$ cat src/rtl/pipeline_muldiv_if.sv
// Request/response bundle between the execute stage and the iterative mul/div unit.
// Covers op issue, flush, the MTHI/MTLO write path and the HI/LO/status readback.
interface pipeline_muldiv_if #(
  parameter int unsigned WIDTH = 32
);
  logic             start;
  logic [1:0]       op;
  logic [WIDTH-1:0] srca;
  logic [WIDTH-1:0] srcb;
  logic             abort;
  logic             hiwe;
  logic             lowe;
  logic [WIDTH-1:0] wdata;
  logic             busy;
  logic             done;
  logic             divzero;
  logic [WIDTH-1:0] hi;
  logic [WIDTH-1:0] lo;

  modport master (
    output start, op, srca, srcb, abort, hiwe, lowe, wdata,
    input  busy, done, divzero, hi, lo
  );

  modport slave (
    input  start, op, srca, srcb, abort, hiwe, lowe, wdata,
    output busy, done, divzero, hi, lo
  );
endinterface

$ cat src/rtl/pipeline_muldiv.sv
// Iterative radix-2 MULT/MULTU/DIV/DIVU unit with private HI/LO, abort and divide-by-zero flag.
// Signed ops are built only when MULDIV_SIGNED_EN is defined; otherwise every op is unsigned.
module pipeline_muldiv #(
  parameter  int unsigned WIDTH = 32,
  localparam int unsigned CNTW  = $clog2(WIDTH + 1)
) (
  input logic              clk,
  input logic              reset,
  pipeline_muldiv_if.slave bus
);

  typedef enum logic [1:0] {StIdle, StRun, StFix} state_e;

  state_e             state_q, state_d;
  logic [2*WIDTH-1:0] acc_q, acc_d;
  logic [WIDTH-1:0]   mcand_q, mcand_d;
  logic [CNTW-1:0]    cnt_q, cnt_d;
  logic               is_div_q, is_div_d;
  logic               dz_q, dz_d;
  logic [WIDTH-1:0]   hi_q, hi_d;
  logic [WIDTH-1:0]   lo_q, lo_d;
  logic               done_q, done_d;
  logic               divzero_q, divzero_d;

  logic               sgn_a, sgn_b;
  logic [WIDTH-1:0]   mag_a, mag_b;
  logic [WIDTH-1:0]   res_hi, res_lo;

`ifdef MULDIV_SIGNED_EN
  logic               neg_q, neg_d;
  logic               rem_neg_q, rem_neg_d;

  assign sgn_a = bus.op[0] & bus.srca[WIDTH-1];
  assign sgn_b = bus.op[0] & bus.srcb[WIDTH-1];
  assign mag_a = sgn_a ? -bus.srca : bus.srca;
  assign mag_b = sgn_b ? -bus.srcb : bus.srcb;
`else
  logic               unused_op0;

  assign unused_op0 = bus.op[0];
  assign sgn_a      = 1'b0;
  assign sgn_b      = 1'b0;
  assign mag_a      = bus.srca;
  assign mag_b      = bus.srcb;
`endif

  // Multiply: add multiplicand into the upper half when the LSB is set, then shift right.
  logic [WIDTH:0]     mul_sum;
  logic [2*WIDTH-1:0] mul_next;
  assign mul_sum  = {1'b0, acc_q[2*WIDTH-1:WIDTH]} + {1'b0, (acc_q[0] ? mcand_q : '0)};
  assign mul_next = {mul_sum, acc_q[WIDTH-1:1]};

  // Divide: shift in the next dividend bit, subtract when it fits, quotient bit into LSB.
  logic [WIDTH:0]     rem_sh;
  logic [WIDTH-1:0]   div_diff;
  logic               div_ge;
  logic [2*WIDTH-1:0] div_next;
  assign rem_sh   = acc_q[2*WIDTH-1:WIDTH-1];
  assign div_ge   = rem_sh >= {1'b0, mcand_q};
  assign div_diff = rem_sh[WIDTH-1:0] - mcand_q;
  assign div_next = {(div_ge ? div_diff : rem_sh[WIDTH-1:0]), acc_q[WIDTH-2:0], div_ge};

  always_comb begin
    res_hi = acc_q[2*WIDTH-1:WIDTH];
    res_lo = acc_q[WIDTH-1:0];
`ifdef MULDIV_SIGNED_EN
    if (!dz_q) begin
      if (is_div_q) begin
        if (neg_q)     res_lo = -acc_q[WIDTH-1:0];
        if (rem_neg_q) res_hi = -acc_q[2*WIDTH-1:WIDTH];
      end else if (neg_q) begin
        {res_hi, res_lo} = -acc_q;
      end
    end
`endif
  end

  always_comb begin
    state_d   = state_q;
    acc_d     = acc_q;
    mcand_d   = mcand_q;
    cnt_d     = cnt_q;
    is_div_d  = is_div_q;
    dz_d      = dz_q;
    hi_d      = hi_q;
    lo_d      = lo_q;
    done_d    = 1'b0;
    divzero_d = 1'b0;
`ifdef MULDIV_SIGNED_EN
    neg_d     = neg_q;
    rem_neg_d = rem_neg_q;
`endif

    case (state_q)
      StIdle: begin
        if (bus.hiwe) hi_d = bus.wdata;
        if (bus.lowe) lo_d = bus.wdata;
        if (bus.start && !bus.abort) begin
          is_div_d = bus.op[1];
          cnt_d    = CNTW'(WIDTH);
`ifdef MULDIV_SIGNED_EN
          neg_d     = sgn_a ^ sgn_b;
          rem_neg_d = sgn_a;
`endif
          if (bus.op[1] && (bus.srcb == '0)) begin
            // Divide-by-zero result is preloaded so FIX just copies it out.
            acc_d   = {bus.srca, {WIDTH{1'b1}}};
            dz_d    = 1'b1;
            state_d = StFix;
          end else begin
            acc_d   = {{WIDTH{1'b0}}, (bus.op[1] ? mag_a : mag_b)};
            mcand_d = bus.op[1] ? mag_b : mag_a;
            dz_d    = 1'b0;
            state_d = StRun;
          end
        end
      end
      StRun: begin
        if (bus.abort) begin
          state_d = StIdle;
        end else begin
          acc_d = is_div_q ? div_next : mul_next;
          cnt_d = cnt_q - CNTW'(1);
          if (cnt_q == CNTW'(1)) state_d = StFix;
        end
      end
      StFix: begin
        state_d = StIdle;
        if (!bus.abort) begin
          hi_d      = res_hi;
          lo_d      = res_lo;
          done_d    = 1'b1;
          divzero_d = dz_q;
        end
      end
      default: state_d = StIdle;
    endcase
  end

  always_ff @(posedge clk or posedge reset) begin
    if (reset) begin
      state_q   <= StIdle;
      acc_q     <= '0;
      mcand_q   <= '0;
      cnt_q     <= '0;
      is_div_q  <= 1'b0;
      dz_q      <= 1'b0;
      hi_q      <= '0;
      lo_q      <= '0;
      done_q    <= 1'b0;
      divzero_q <= 1'b0;
`ifdef MULDIV_SIGNED_EN
      neg_q     <= 1'b0;
      rem_neg_q <= 1'b0;
`endif
    end else begin
      state_q   <= state_d;
      acc_q     <= acc_d;
      mcand_q   <= mcand_d;
      cnt_q     <= cnt_d;
      is_div_q  <= is_div_d;
      dz_q      <= dz_d;
      hi_q      <= hi_d;
      lo_q      <= lo_d;
      done_q    <= done_d;
      divzero_q <= divzero_d;
`ifdef MULDIV_SIGNED_EN
      neg_q     <= neg_d;
      rem_neg_q <= rem_neg_d;
`endif
    end
  end

  assign bus.busy    = (state_q != StIdle);
  assign bus.done    = done_q;
  assign bus.divzero = divzero_q;
  assign bus.hi      = hi_q;
  assign bus.lo      = lo_q;

endmodule

$ cat src/flat_wrapper.sv
// flat-port wrapper written by rule: the top's interface ports become plain ports
module pipeline_muldiv_flat 
#(
  parameter  int unsigned WIDTH = 32,
  localparam int unsigned CNTW  = $clog2(WIDTH + 1)
)
  (clk, reset, bus_start, bus_op, bus_srca, bus_srcb, bus_abort, bus_hiwe, bus_lowe, bus_wdata, bus_busy, bus_done, bus_divzero, bus_hi, bus_lo);
  pipeline_muldiv_if #(.WIDTH(WIDTH)) bus_i ();
  input logic clk;
  input logic reset;
  input wire logic [$bits(bus_i.start)-1:0] bus_start;
  input wire logic [$bits(bus_i.op)-1:0] bus_op;
  input wire logic [$bits(bus_i.srca)-1:0] bus_srca;
  input wire logic [$bits(bus_i.srcb)-1:0] bus_srcb;
  input wire logic [$bits(bus_i.abort)-1:0] bus_abort;
  input wire logic [$bits(bus_i.hiwe)-1:0] bus_hiwe;
  input wire logic [$bits(bus_i.lowe)-1:0] bus_lowe;
  input wire logic [$bits(bus_i.wdata)-1:0] bus_wdata;
  output wire logic [$bits(bus_i.busy)-1:0] bus_busy;
  output wire logic [$bits(bus_i.done)-1:0] bus_done;
  output wire logic [$bits(bus_i.divzero)-1:0] bus_divzero;
  output wire logic [$bits(bus_i.hi)-1:0] bus_hi;
  output wire logic [$bits(bus_i.lo)-1:0] bus_lo;
  assign bus_i.start = bus_start;
  assign bus_i.op = bus_op;
  assign bus_i.srca = bus_srca;
  assign bus_i.srcb = bus_srcb;
  assign bus_i.abort = bus_abort;
  assign bus_i.hiwe = bus_hiwe;
  assign bus_i.lowe = bus_lowe;
  assign bus_i.wdata = bus_wdata;
  assign bus_busy = bus_i.busy;
  assign bus_done = bus_i.done;
  assign bus_divzero = bus_i.divzero;
  assign bus_hi = bus_i.hi;
  assign bus_lo = bus_i.lo;
  pipeline_muldiv #(.WIDTH(WIDTH)) u_core (.clk(clk), .reset(reset), .bus(bus_i));
endmodule
$ cat config.mk
export PLATFORM = sky130hd
export DESIGN_NAME = pipeline_muldiv_flat
export DESIGN_NICKNAME = d
export VERILOG_FILES = /design/src/rtl/pipeline_muldiv_if.sv /design/src/rtl/pipeline_muldiv.sv /design/src/flat_wrapper.sv
export SDC_FILE = /design/constraint.sdc
export NUM_CORES = 1
export LEC_CHECK = 0
export ABC_AREA = 1
export BUFFER_PORTS_ARGS = -buffer_cell sky130_fd_sc_hd__clkbuf_2
export CAP_MARGIN = 0
export CORE_UTILIZATION = 50
export CTS_CLUSTER_DIAMETER = 200
export DETAILED_ROUTE_END_ITERATION = 16
export PLACE_DENSITY_LB_ADDON = 0.08
export SETUP_SLACK_MARGIN = 0.2
export SLEW_MARGIN = 40
export SYNTH_ARGS = -nofsm -noshare
export SYNTH_HDL_FRONTEND = slang
export SYNTH_SLANG_ARGS = --single-unit
export TNS_END_PERCENT = 10
$ cat constraint.sdc
create_clock -name clk -period 7.2 [get_ports clk]
set_input_delay 1.44 -clock clk [delete_from_list [all_inputs] [get_ports clk]]
set_output_delay 1.44 -clock clk [all_outputs]
set_load 0.02 [all_outputs]
==> results.sh <==
export IMPL_routed_wl_um=52700
export IMPL_synthArstFlopShare_pct=100
export IMPL_gp_congestion=1.01
export IMPL_reg2reg_slack_ns=3.88
export IMPL_fin_skew_ns=0.00843
export IMPL_fill_cells=2970
export IMPL_clk_pin_slew_ns=0.07
export IMPL_gr_usage_met3_pct=6.94
export IMPL_fmax_mhz=280
export IMPL_viasPerCell=5.58
export IMPL_clock_latency_ns=0.44
export IMPL_hpwl_um=41200
export IMPL_min_path_type="reg -> reg"
export IMPL_grt_pass1_wl_um=80500
export IMPL_cts_sinks=172
export IMPL_grt_max_degree=95
export IMPL_grt_pass1_vias=14382
export IMPL_netlist_area_leader_share_pct=29.8
export IMPL_syn_inst=2364
export IMPL_synth_edf_count=0
export IMPL_cts_resized=0
export IMPL_dpl_worst_slack_ns=2.81
export IMPL_yosysTopAreaCell="dfrtp_1"
export IMPL_synth_top_flop_cell="dfrtp_1"
export IMPL_io_pins=171
export IMPL_grt_util_met2_pct=55.2
export IMPL_wl_per_cell_um=18.4
export IMPL_final_cell_mix="895 x nand2_1, 318 x inv_1, 174 x nor2_1, 171 x dfrtp_1, 169 x clkbuf_2"
export IMPL_grt_usage_pct=36.2
export IMPL_drt_pass1_iter_count=7
export IMPL_cp_start_kind="input port"
export IMPL_worstPathArrival_ns=3.88
export IMPL_synth_nets=2536
export IMPL_ff2ff_path_depth=13
export IMPL_area_growth_pct=11.4
export IMPL_power_density_nw_per_um2=383
export IMPL_critPathCapture="u_core.cnt_q[5]"
export IMPL_met1_usage_pct=52.3
export IMPL_relSlewSlack_pct=45.8
export IMPL_finalCriticalPeriod_ns=3.57
export IMPL_cpPeakStageDelay_ns=0.65
export IMPL_placed_cells=2829
export IMPL_r2r_start="u_core.acc_q[55]"
export IMPL_tns_ns=0
export IMPL_cts_tree="done"
export IMPL_status="complete, no violations"
export IMPL_fp_dieH_um=172
export IMPL_p_leak_nw=8.60
export IMPL_timing_critical_path_from="bus_abort"
export IMPL_dieArea_um2=29600
export IMPL_timing_final_hold_violations=0
export IMPL_synth_seq_area_share_pct=29.8
export IMPL_worstReg2RegEnd="u_core.acc_q[54]"
export IMPL_setup_ws_ns=3.63
export IMPL_path_cells="clkbuf_2 > nor2_1 > nand2_1 > inv_2 > nor2_4 > buf_4 > inv_2 > nand3_1 > or2_1 > o21ai_0 > nand3_1"
export IMPL_synth_area_um2=14400
export IMPL_start_util_pct=51.4
export IMPL_antenna_found_initial=1
export IMPL_num_vias=15979
export IMPL_grt_ovfl_total=0
export IMPL_yosysUniqueCellTypes=42
export IMPL_mostFrequentLayoutCell="nand2_1"
export IMPL_ctsHoldBuffers=0
export IMPL_cp_end_kind="flip-flop"
export IMPL_layout_nets=2643
export IMPL_hp_start="u_core.cnt_q[2]"
export IMPL_slowest_stage="inv_2"
export IMPL_rsz0062_at_grt="false"
export IMPL_htree_levels=4
export IMPL_ys_ff_latch=172
export IMPL_cts_made_buffers=17
export IMPL_drive_above_1_share_pct=10.3
export IMPL_grt_busiest_layer="met2"
export IMPL_drc=0
export IMPL_cts_setup_buffers=0
export IMPL_ant_nets=0
export IMPL_portBuffers=169
export IMPL_power_mw=6.15
export IMPL_setup_violations=0
export IMPL_yosys_top_cells_area="dfrtp_1 30%, nand2_1 23%, inv_1 8.3%"
export IMPL_drv_cap=0
export IMPL_crit_type="in -> reg"
export IMPL_row_count=61
export IMPL_period_share_pct=49.6
export IMPL_path_max_fanout=53
export IMPL_core_area_um2=28100
export IMPL_drv_slew=0
export IMPL_syn_avg_cell_area_um2=6.11
export IMPL_worstPathRequired_ns=7.51
export IMPL_chipWidth_um=172
export IMPL_final_cells=2862
export IMPL_drt_iter0_markers=1847
export IMPL_clockBufferDepth=2
export IMPL_vdd_drop_max_v=0.000213
export IMPL_antennaDiodeCount=0
export IMPL_cts_root_buffer="clkbuf_16"
export IMPL_ys_warn_count=0
export IMPL_tightest_slew_ns=0.814
-- layer usage --
layer / share of wire, % / up-vias / routed length [um]
met2: 43 / 781 / 22600
met4: 2.1 / 0 / 1090
met3: 10 / 61 / 5490
met1: 45 / 7363 / 23600
met5: 0 / - / 0
li1: - / 7774 / -
-- where the power goes --
part	switching (mW)	leakage (nW)	total [mW]	internal [mW]
sequential	0.414	2.06	1.69	1.28
clock	0.453	0.269	0.909	0.456
combinational	2.44	6.27	3.55	1.11
total	3.31	8.60	6.15	2.85
-- Yosys cell counts (4+ instances only) --
library cell,number
a21oi_1,97
a31oi_1,67
buf_1,11
buf_2,16
buf_6,5
clkbuf_1,64
dfrtp_1,172
ha_1,66
inv_1,319
inv_2,4
nand2_1,897
nand2_2,9
nand3_1,131
nand3b_1,12
nand4_1,36
nor2_1,177
nor2_2,7
nor2_4,4
nor3_1,45
nor4_1,9
o211ai_1,31
o21ai_0,104
o21ai_1,31
o21bai_1,11
o22ai_1,4
xor2_1,14
-- kinds of logic after synthesis --
family	count (synthesis)	synth area share (%)
compound gates	348	13.5
simple gates	1338	38.3
fa+ha+maj	68	6.00
buf+inv	422	11.4
xor+xnor	16	0.971
flops	172	29.8
-- flip-flops by register name, indices dropped and copies added, names as in the netlist --
register	count
u_core.acc_q	64
u_core.bus.lo	32
u_core.bus.divzero	1
u_core.is_div_q	1
u_core.bus.done	1
u_core.state_q	2
u_core.cnt_q	6
u_core.bus.hi	32
u_core.mcand_q	32
u_core.dz_q	1
-- stage by stage --
stage	util (%)	hold slack (ns)	area (um2)
final	57.2	0.501	16100
after global routing	57.2	0.544	16100
after CTS	57.1	0.502	16000
after detailed placement	55.1	0.482	15500
after global placement	55.1	0.489	15500
after floorplan	-	0.458	14400
-- how the worst min path moves through the flow --
stage / cells past startpoint / slack (ns) / to
2_1_floorplan: 1 / 0.46 / u_core.cnt_q[2]
3_3_place_gp: 2 / 0.49 / u_core.cnt_q[5]
3_5_place_dp: 1 / 0.48 / u_core.cnt_q[2]
4_1_cts: 1 / 0.50 / u_core.cnt_q[2]
5_1_grt: 1 / 0.54 / u_core.cnt_q[2]
6_report: 1 / 0.50 / u_core.cnt_q[2]
-- layout make-up --
type / count / area [um2] / share of cell area [%]
Multi-Input combinational cell: 1770 / 8520 / 53.0
Timing Repair Buffer: 186 / 1000 / 6.23
Tap cell: 378 / 473 / 2.94
Inverter: 324 / 1220 / 7.60
Clock inverter: 14 / 129 / 0.802
Sequential cell: 172 / 4310 / 26.8
Clock buffer: 18 / 429 / 2.67
-- worst max-delay path, delay by kind of cell --
family / cells / cell delay [ns]
AOI/OAI and AO/OA: 1 / 0.16
and+or+nand+nor: 6 / 1.02
buffers and inverters: 4 / 1.25
Note: power is estimated with default switching activity, not from simulation.
